--- src/rtl/fsgn_pkg.sv ---
// rtl/fsgn_pkg.sv - shared types, constants and NaN helper for the sign-injection slot
package fsgn_pkg;

    typedef enum logic [1:0] {
        FSGNJ    = 2'b00,
        FSGNJN   = 2'b01,
        FSGNJX   = 2'b10,
        FSGN_ILL = 2'b11
    } fsgn_op_t;

    localparam logic [7:0] EXP_MAX = 8'hFF;

    // Signalling and quiet NaNs are deliberately not distinguished.
    function automatic logic is_nan(input logic [31:0] v);
        return (v[30:23] == EXP_MAX) && (v[22:0] != 23'd0);
    endfunction

endpackage

--- src/rtl/fsgn_arb_if.sv ---
// rtl/fsgn_arb_if.sv - two-port issue bus and registered result bus of the sign-injection slot
interface fsgn_arb_if #(
    parameter int TAG_W = 4
);
    logic [1:0]            req_valid;
    logic [1:0]            req_ready;
    logic [1:0][1:0]       req_op;
    logic [1:0][31:0]      req_x1;
    logic [1:0][31:0]      req_x2;
    logic [1:0][TAG_W-1:0] req_tag;
    logic                  out_valid;
    logic                  out_ready;
    logic [31:0]           out_y;
    logic                  out_exc;
    logic                  out_src;
    logic [TAG_W-1:0]      out_tag;

    modport master (
        output req_valid, req_op, req_x1, req_x2, req_tag, out_ready,
        input  req_ready, out_valid, out_y, out_exc, out_src, out_tag
    );

    modport slave (
        input  req_valid, req_op, req_x1, req_x2, req_tag, out_ready,
        output req_ready, out_valid, out_y, out_exc, out_src, out_tag
    );
endinterface

--- src/rtl/fsgn_core.sv ---
// rtl/fsgn_core.sv - combinational fsgnj/fsgnjn/fsgnjx datapath with NaN exception
module fsgn_core
    import fsgn_pkg::*;
(
    input  logic [31:0] x1,
    input  logic [31:0] x2,
    input  fsgn_op_t    op,
    output logic [31:0] y,
    output logic        exception
);

    always_comb begin
        y         = {x2[31], x1[30:0]};
        exception = is_nan(x1) | is_nan(x2);
        case (op)
            FSGNJ:    y = {x2[31], x1[30:0]};
            FSGNJN:   y = {~x2[31], x1[30:0]};
            FSGNJX:   y = {x1[31] ^ x2[31], x1[30:0]};
            FSGN_ILL: begin
                y         = x1;
                exception = 1'b1;
            end
            default:  y = x1;
        endcase
    end

endmodule

--- src/rtl/fsgn_arb.sv ---
// rtl/fsgn_arb.sv - round-robin two-port sign-injection slot with registered output (FSGN_STICKY_EN adds exc_sticky)
module fsgn_arb
    import fsgn_pkg::*;
#(
    parameter int TAG_W = 4
) (
    input  logic        clk,
    input  logic        rstn,
    fsgn_arb_if.slave   bus
`ifdef FSGN_STICKY_EN
    ,
    output logic        exc_sticky,
    input  logic        exc_clr
`endif
);

    logic             rr_ptr;
    logic             grant;
    logic             free;
    logic             fire;
    logic [1:0]       ready;
    logic [31:0]      core_y;
    logic             core_exc;
    logic             out_valid_q;
    logic [31:0]      out_y_q;
    logic             out_exc_q;
    logic             out_src_q;
    logic [TAG_W-1:0] out_tag_q;

    // Grant looks only at valids and the pointer, never at op or data.
    always_comb begin
        grant = (&bus.req_valid) ? rr_ptr : bus.req_valid[1];
        free  = !out_valid_q || bus.out_ready;
        ready = 2'b00;
        if (free && (|bus.req_valid)) begin
            ready = grant ? 2'b10 : 2'b01;
        end
        fire = |(bus.req_valid & ready);
    end

    fsgn_core u_core (
        .x1        (bus.req_x1[grant]),
        .x2        (bus.req_x2[grant]),
        .op        (fsgn_op_t'(bus.req_op[grant])),
        .y         (core_y),
        .exception (core_exc)
    );

    always_ff @(posedge clk or negedge rstn) begin
        if (!rstn) begin
            out_valid_q <= 1'b0;
            out_y_q     <= 32'd0;
            out_exc_q   <= 1'b0;
            out_src_q   <= 1'b0;
            out_tag_q   <= '0;
            rr_ptr      <= 1'b0;
        end else if (fire) begin
            // A drain and a new accept in the same cycle simply overwrite the register.
            out_valid_q <= 1'b1;
            out_y_q     <= core_y;
            out_exc_q   <= core_exc;
            out_src_q   <= grant;
            out_tag_q   <= bus.req_tag[grant];
            rr_ptr      <= ~grant;
        end else if (bus.out_ready) begin
            out_valid_q <= 1'b0;
        end
    end

`ifdef FSGN_STICKY_EN
    always_ff @(posedge clk or negedge rstn) begin
        if (!rstn) begin
            exc_sticky <= 1'b0;
        end else if (out_valid_q && bus.out_ready && out_exc_q) begin
            exc_sticky <= 1'b1;
        end else if (exc_clr) begin
            exc_sticky <= 1'b0;
        end
    end
`endif

    assign bus.req_ready = ready;
    assign bus.out_valid = out_valid_q;
    assign bus.out_y     = out_y_q;
    assign bus.out_exc   = out_exc_q;
    assign bus.out_src   = out_src_q;
    assign bus.out_tag   = out_tag_q;

endmodule

--- src/flat_wrapper.sv ---
// flat-port wrapper written by rule: the top's interface ports become plain ports
module fsgn_arb_flat import fsgn_pkg::*;
#(
    parameter int TAG_W = 4
)
  (clk, rstn, bus_req_valid, bus_req_op, bus_req_x1, bus_req_x2, bus_req_tag, bus_out_ready, bus_req_ready, bus_out_valid, bus_out_y, bus_out_exc, bus_out_src, bus_out_tag);
  fsgn_arb_if #(.TAG_W(TAG_W)) bus_i ();
  input  logic clk;
  input  logic rstn;
  input wire logic [$bits(bus_i.req_valid)-1:0] bus_req_valid;
  input wire logic [$bits(bus_i.req_op)-1:0] bus_req_op;
  input wire logic [$bits(bus_i.req_x1)-1:0] bus_req_x1;
  input wire logic [$bits(bus_i.req_x2)-1:0] bus_req_x2;
  input wire logic [$bits(bus_i.req_tag)-1:0] bus_req_tag;
  input wire logic [$bits(bus_i.out_ready)-1:0] bus_out_ready;
  output wire logic [$bits(bus_i.req_ready)-1:0] bus_req_ready;
  output wire logic [$bits(bus_i.out_valid)-1:0] bus_out_valid;
  output wire logic [$bits(bus_i.out_y)-1:0] bus_out_y;
  output wire logic [$bits(bus_i.out_exc)-1:0] bus_out_exc;
  output wire logic [$bits(bus_i.out_src)-1:0] bus_out_src;
  output wire logic [$bits(bus_i.out_tag)-1:0] bus_out_tag;
  assign bus_i.req_valid = bus_req_valid;
  assign bus_i.req_op = bus_req_op;
  assign bus_i.req_x1 = bus_req_x1;
  assign bus_i.req_x2 = bus_req_x2;
  assign bus_i.req_tag = bus_req_tag;
  assign bus_i.out_ready = bus_out_ready;
  assign bus_req_ready = bus_i.req_ready;
  assign bus_out_valid = bus_i.out_valid;
  assign bus_out_y = bus_i.out_y;
  assign bus_out_exc = bus_i.out_exc;
  assign bus_out_src = bus_i.out_src;
  assign bus_out_tag = bus_i.out_tag;
  fsgn_arb #(.TAG_W(TAG_W)) u_core (.clk(clk), .rstn(rstn), .bus(bus_i));
endmodule
--- config.mk ---
export PLATFORM = sky130hd
export DESIGN_NAME = fsgn_arb_flat
export DESIGN_NICKNAME = d
export VERILOG_FILES = /design/src/rtl/fsgn_pkg.sv /design/src/rtl/fsgn_arb_if.sv /design/src/rtl/fsgn_core.sv /design/src/rtl/fsgn_arb.sv /design/src/flat_wrapper.sv
export SDC_FILE = /design/constraint.sdc
export NUM_CORES = 1
export LEC_CHECK = 0
export CORE_ASPECT_RATIO = 0.8
export CORE_MARGIN = 8
export CORE_UTILIZATION = 33
export CTS_BUF_LIST = sky130_fd_sc_hd__clkbuf_4
export CTS_CLUSTER_SIZE = 24
export DETAILED_ROUTE_END_ITERATION = 10
export PLACE_DENSITY = 0.83
export SLEW_MARGIN = 30
export SYNTH_ARGS = -nofsm -noshare
export SYNTH_HDL_FRONTEND = slang
export SYNTH_SLANG_ARGS = --single-unit
--- constraint.sdc ---
create_clock -name clk -period 2.25 [get_ports clk]
set_clock_uncertainty 0.05 [all_clocks]
set_input_delay 0.45 -clock clk [delete_from_list [all_inputs] [get_ports clk]]
set_output_delay 0.45 -clock clk [all_outputs]
set_load 0.005 [all_outputs]
==> results.cfg <==
[run_status]
run_status = complete, no violations

[final_layout]
multi_input_comb_area_um2 = 1110
regArea_um2 = 1000
area_growth_pct = 97.2
final_net_count = 614
drive_gt1_share_pct = 7.23
finalNonFillerCells = 554
antennaDiodeCount = 0
count_of_filler_cells_inserted_in_the_layout = 547

[synthesis]
synthMostInstantiatedCell = sky130_fd_sc_hd__nand2_1
yosys.area.top_type_share_pct = 45.8
synth_seq_area_share_pct = 45.8
yosys.cell_types.count = 28
synth_top_cells_by_area = sky130_fd_sc_hd__dfrtp_1 (46%), sky130_fd_sc_hd__nand2_1 (13%), sky130_fd_sc_hd__a31oi_1 (10%)
yosysTopAreaCell = sky130_fd_sc_hd__dfrtp_1
async_reset_ff_share_pct = 100
avgSynthCellArea_um2 = 7.91
postSynthCellCount = 276
synthesis.nets = 421
post_synth_top_cells = sky130_fd_sc_hd__nand2_1 (76), sky130_fd_sc_hd__nor2_1 (45), sky130_fd_sc_hd__dfrtp_1 (40)
synth_warnings = 0
ys_dominant_reg_cell = sky130_fd_sc_hd__dfrtp_1
synth.ff_latch_count = 40
number_of_flops_mapped_to_enable_cells_by_yosys = 0
post_synth_instance_area_um2 = 2180

[cts]
tritoncts_clock_tree = built
cts-root-buf = sky130_fd_sc_hd__clkbuf_4
clk_pin_slew_worst_paths_ps = 110
cts_num_sinks = 40
clk_path_buf_depth = 2
htreeDepth = 2
insertion_delay_ps = 330
cts-buffers-inserted = 5

[timing]
slew_violations = 0
worst_slew_pin_slew_ps = 510
layout_setup_ws_ps = 194
timing.final.setup_violations = 0
slew_headroom_pct = 66.0
worst_hold_slack_ps = 22.1
timing.final.hold_violations = 0
fmax_mhz = 486
final.period_utilization_pct = 91.4
unrepaired_setup_endpoints_after_global_routing = false
finalWorstPathRequiredPeriod_ps = 2060

[pwr]
cellInternalPower_mw = 1.61
clkPwrFrac_pct = 20.7
swShare_pct = 27.5
power.share.combinational_pct = 39.1
netSwitchingPower_uw = 611
static-leakage-power_nw = 1.70
finalPower_mw = 2.22
vdd_drop_max_mv = 0.336
p_seq_share_pct = 40.3
power_density_normalized_to_cell_area_nw_per_um2 = 516

[die]
die_area_um2 = 9490
ios = 186
dieHeight_um = 88.8
core_um2 = 6410
initial_utilization_pct = 34.1
std_cell_rows = 26
die_w_um = 107

[route]
avgViaCountPerCell = 5.07
dr_total_vias = 2809
detail_route.wirelength_mm = 9.71
detail-route-antenna-nets = 0
drt-pass1-iter-count = 4
first_drt_iteration_drcs = 78
wire_per_inst_um = 17.5
detail_route.drc_violations = 0

[global_routing]
first_pass_grt_wire_length_mm = 14.9
grt_max_degree = 42
grt.total_usage_pct = 20.0
grt_antenna_before_repair = 0
globalRoute.totalOverflow = 0
vias_in_the_first_global_route = 2976

[setup_path]
critPathArrivalTime_ps = 1560
timing.critical_path.slowest_cell_delay_ps = 440
cp-start-kind = input pin
cp.required_ps = 1750
critical_path.max_fanout = 3
critPathCaptureType = output port
timing.critical_path.cells = clkdlybuf4s50_1 > buf_4 > and2_4 > nor2_1 > dlygate4sd2_1
standard_cell_with_the_maximum_stage_delay_on_the_critical_path = sky130_fd_sc_hd__clkdlybuf4s50_1
critical_path_buf_inv_count = 3
critPathKind = input pin to output port
cp_top_family = buffers and inverters

[place]
cell_count_after_placement = 546
dp_hpwl_mm = 8.31
replace_congestion = 0.814
place_ws_ps = -220
placement.io_buffers = 185

[worst_hold_path]
min-delay-path-class = input pin to asynchronous set/reset pin

[run]
drv.max_cap_violation_count = 0
-- worst reg2reg max path: stages, from the launching register on --
cell                       delay (ps)
sky130_fd_sc_hd__dfrtp_1          410
sky130_fd_sc_hd__nand2b_4         160
sky130_fd_sc_hd__and2_4           170
sky130_fd_sc_hd__buf_4            150
sky130_fd_sc_hd__a31oi_2          220
sky130_fd_sc_hd__a21oi_1          100
sky130_fd_sc_hd__o41a_1           410
-- cells by family after synthesis --
| logic type | share of synthesized area [%] |
|---|---|
| AO/OA/AOI/OAI | 15.4 |
| flip-flops | 45.8 |
| buffers and inverters | 3.55 |
| multiplexers | 0.516 |
| AND/OR/NAND/NOR | 34.7 |
-- metal layers --
| layer | part of all wire [%] | global-route usage, % |
|---|---|---|
| met1 | 40 | 23.2 |
| met2 | 51 | 35.6 |
| met3 | 7.6 | 6.33 |
| met4 | 0.77 | 3.69 |
| met5 | 0 | 0 |
-- cells in the final DEF (no fill, tap or decap), types with 2 or more instances in the layout --
cell type and count:
sky130_fd_sc_hd__clkdlybuf4s50_1 181, sky130_fd_sc_hd__nand2_1 76, sky130_fd_sc_hd__nor2_1 45, sky130_fd_sc_hd__dfrtp_1 40, sky130_fd_sc_hd__a31oi_1 35, sky130_fd_sc_hd__nor4_1 21, sky130_fd_sc_hd__buf_4 15, sky130_fd_sc_hd__nand4_1 13
sky130_fd_sc_hd__clkbuf_4 5, sky130_fd_sc_hd__nor3_1 4, sky130_fd_sc_hd__nand3_1 3, sky130_fd_sc_hd__dlygate4sd2_1 3, sky130_fd_sc_hd__buf_12 3, sky130_fd_sc_hd__and2_4 2, sky130_fd_sc_hd__nand2b_1 2, sky130_fd_sc_hd__o211ai_1 2
sky130_fd_sc_hd__a21oi_1 2, sky130_fd_sc_hd__clkinv_1 2
-- flip-flops by register name (all words and copies together) (netlist names) --
signal,cells
u_core.bus.out_tag,4
u_core.bus.out_valid,1
u_core.bus.out_exc,1
u_core.bus.out_src,1
u_core.rr_ptr,1
u_core.bus.out_y,32
-- power by group through the flow --
stage / Combinational [mW] / Sequential (mW) / Clock [mW]
global placement: 0.857 / 0.904 / 0
CTS: 0.876 / 0.896 / 0.478
detailed placement: 0.873 / 0.910 / 0
floorplan: 0.240 / 0.915 / 0
finish: 0.867 / 0.894 / 0.459
global route: 0.944 / 0.910 / 0.510
-- area by class of cell --
cell class,count,area share (%)
Sequential cell,40,23.2
Clock inverter,3,0.872
Timing Repair Buffer,203,46.8
Multi-Input combinational cell,219,25.8
Clock buffer,5,0.872
Tap cell,84,2.44
-- repair_timing --
| item | in CTS | in global routing |
|---|---|---|
| hold buffers | 0 | 0 |
| setup endpoints to repair | 2 | 0 |
| buffers inserted | 0 | 0 |
| resized for setup | 5 | 0 |
-- worst paths after layout --
| check | startpoint | end | slack [ps] | depth (start not counted) |
|---|---|---|---|---|
| worst max-delay path | bus_req_valid[1] | bus_req_ready[0] | 190 | 5 |
| worst min-delay path | rstn | u_core.bus.out_y[26]$_DFFE_PN0P_ | 20 | 1 |
| worst max register to register | u_core.rr_ptr$_DFFE_PN0P_ | u_core.bus.out_y[31]$_DFFE_PN0P_ | 470 | 6 |
| worst min register to register | u_core.bus.out_src$_DFFE_PN0P_ | u_core.bus.out_src$_DFFE_PN0P_ | 460 | 1 |
| max in group asynchronous | rstn | u_core.bus.out_y[10]$_DFFE_PN0P_ | 1650 | 2 |
| min in group clk | u_core.bus.out_src$_DFFE_PN0P_ | u_core.bus.out_src$_DFFE_PN0P_ | 460 | 1 |
-- metrics by stage --
step / utilization (%) / setup TNS [ps] / instance area [um2]
after floorplan: - / 0 / 2180
after global placement: 66.0 / -331 / 4230
after detailed placement: 66.0 / -654 / 4230
after CTS: 67.2 / 0 / 4310
after global routing: 67.2 / 0 / 4310
final: 67.2 / 0 / 4310
No activity file was read; power rests on OpenSTA's default activity.
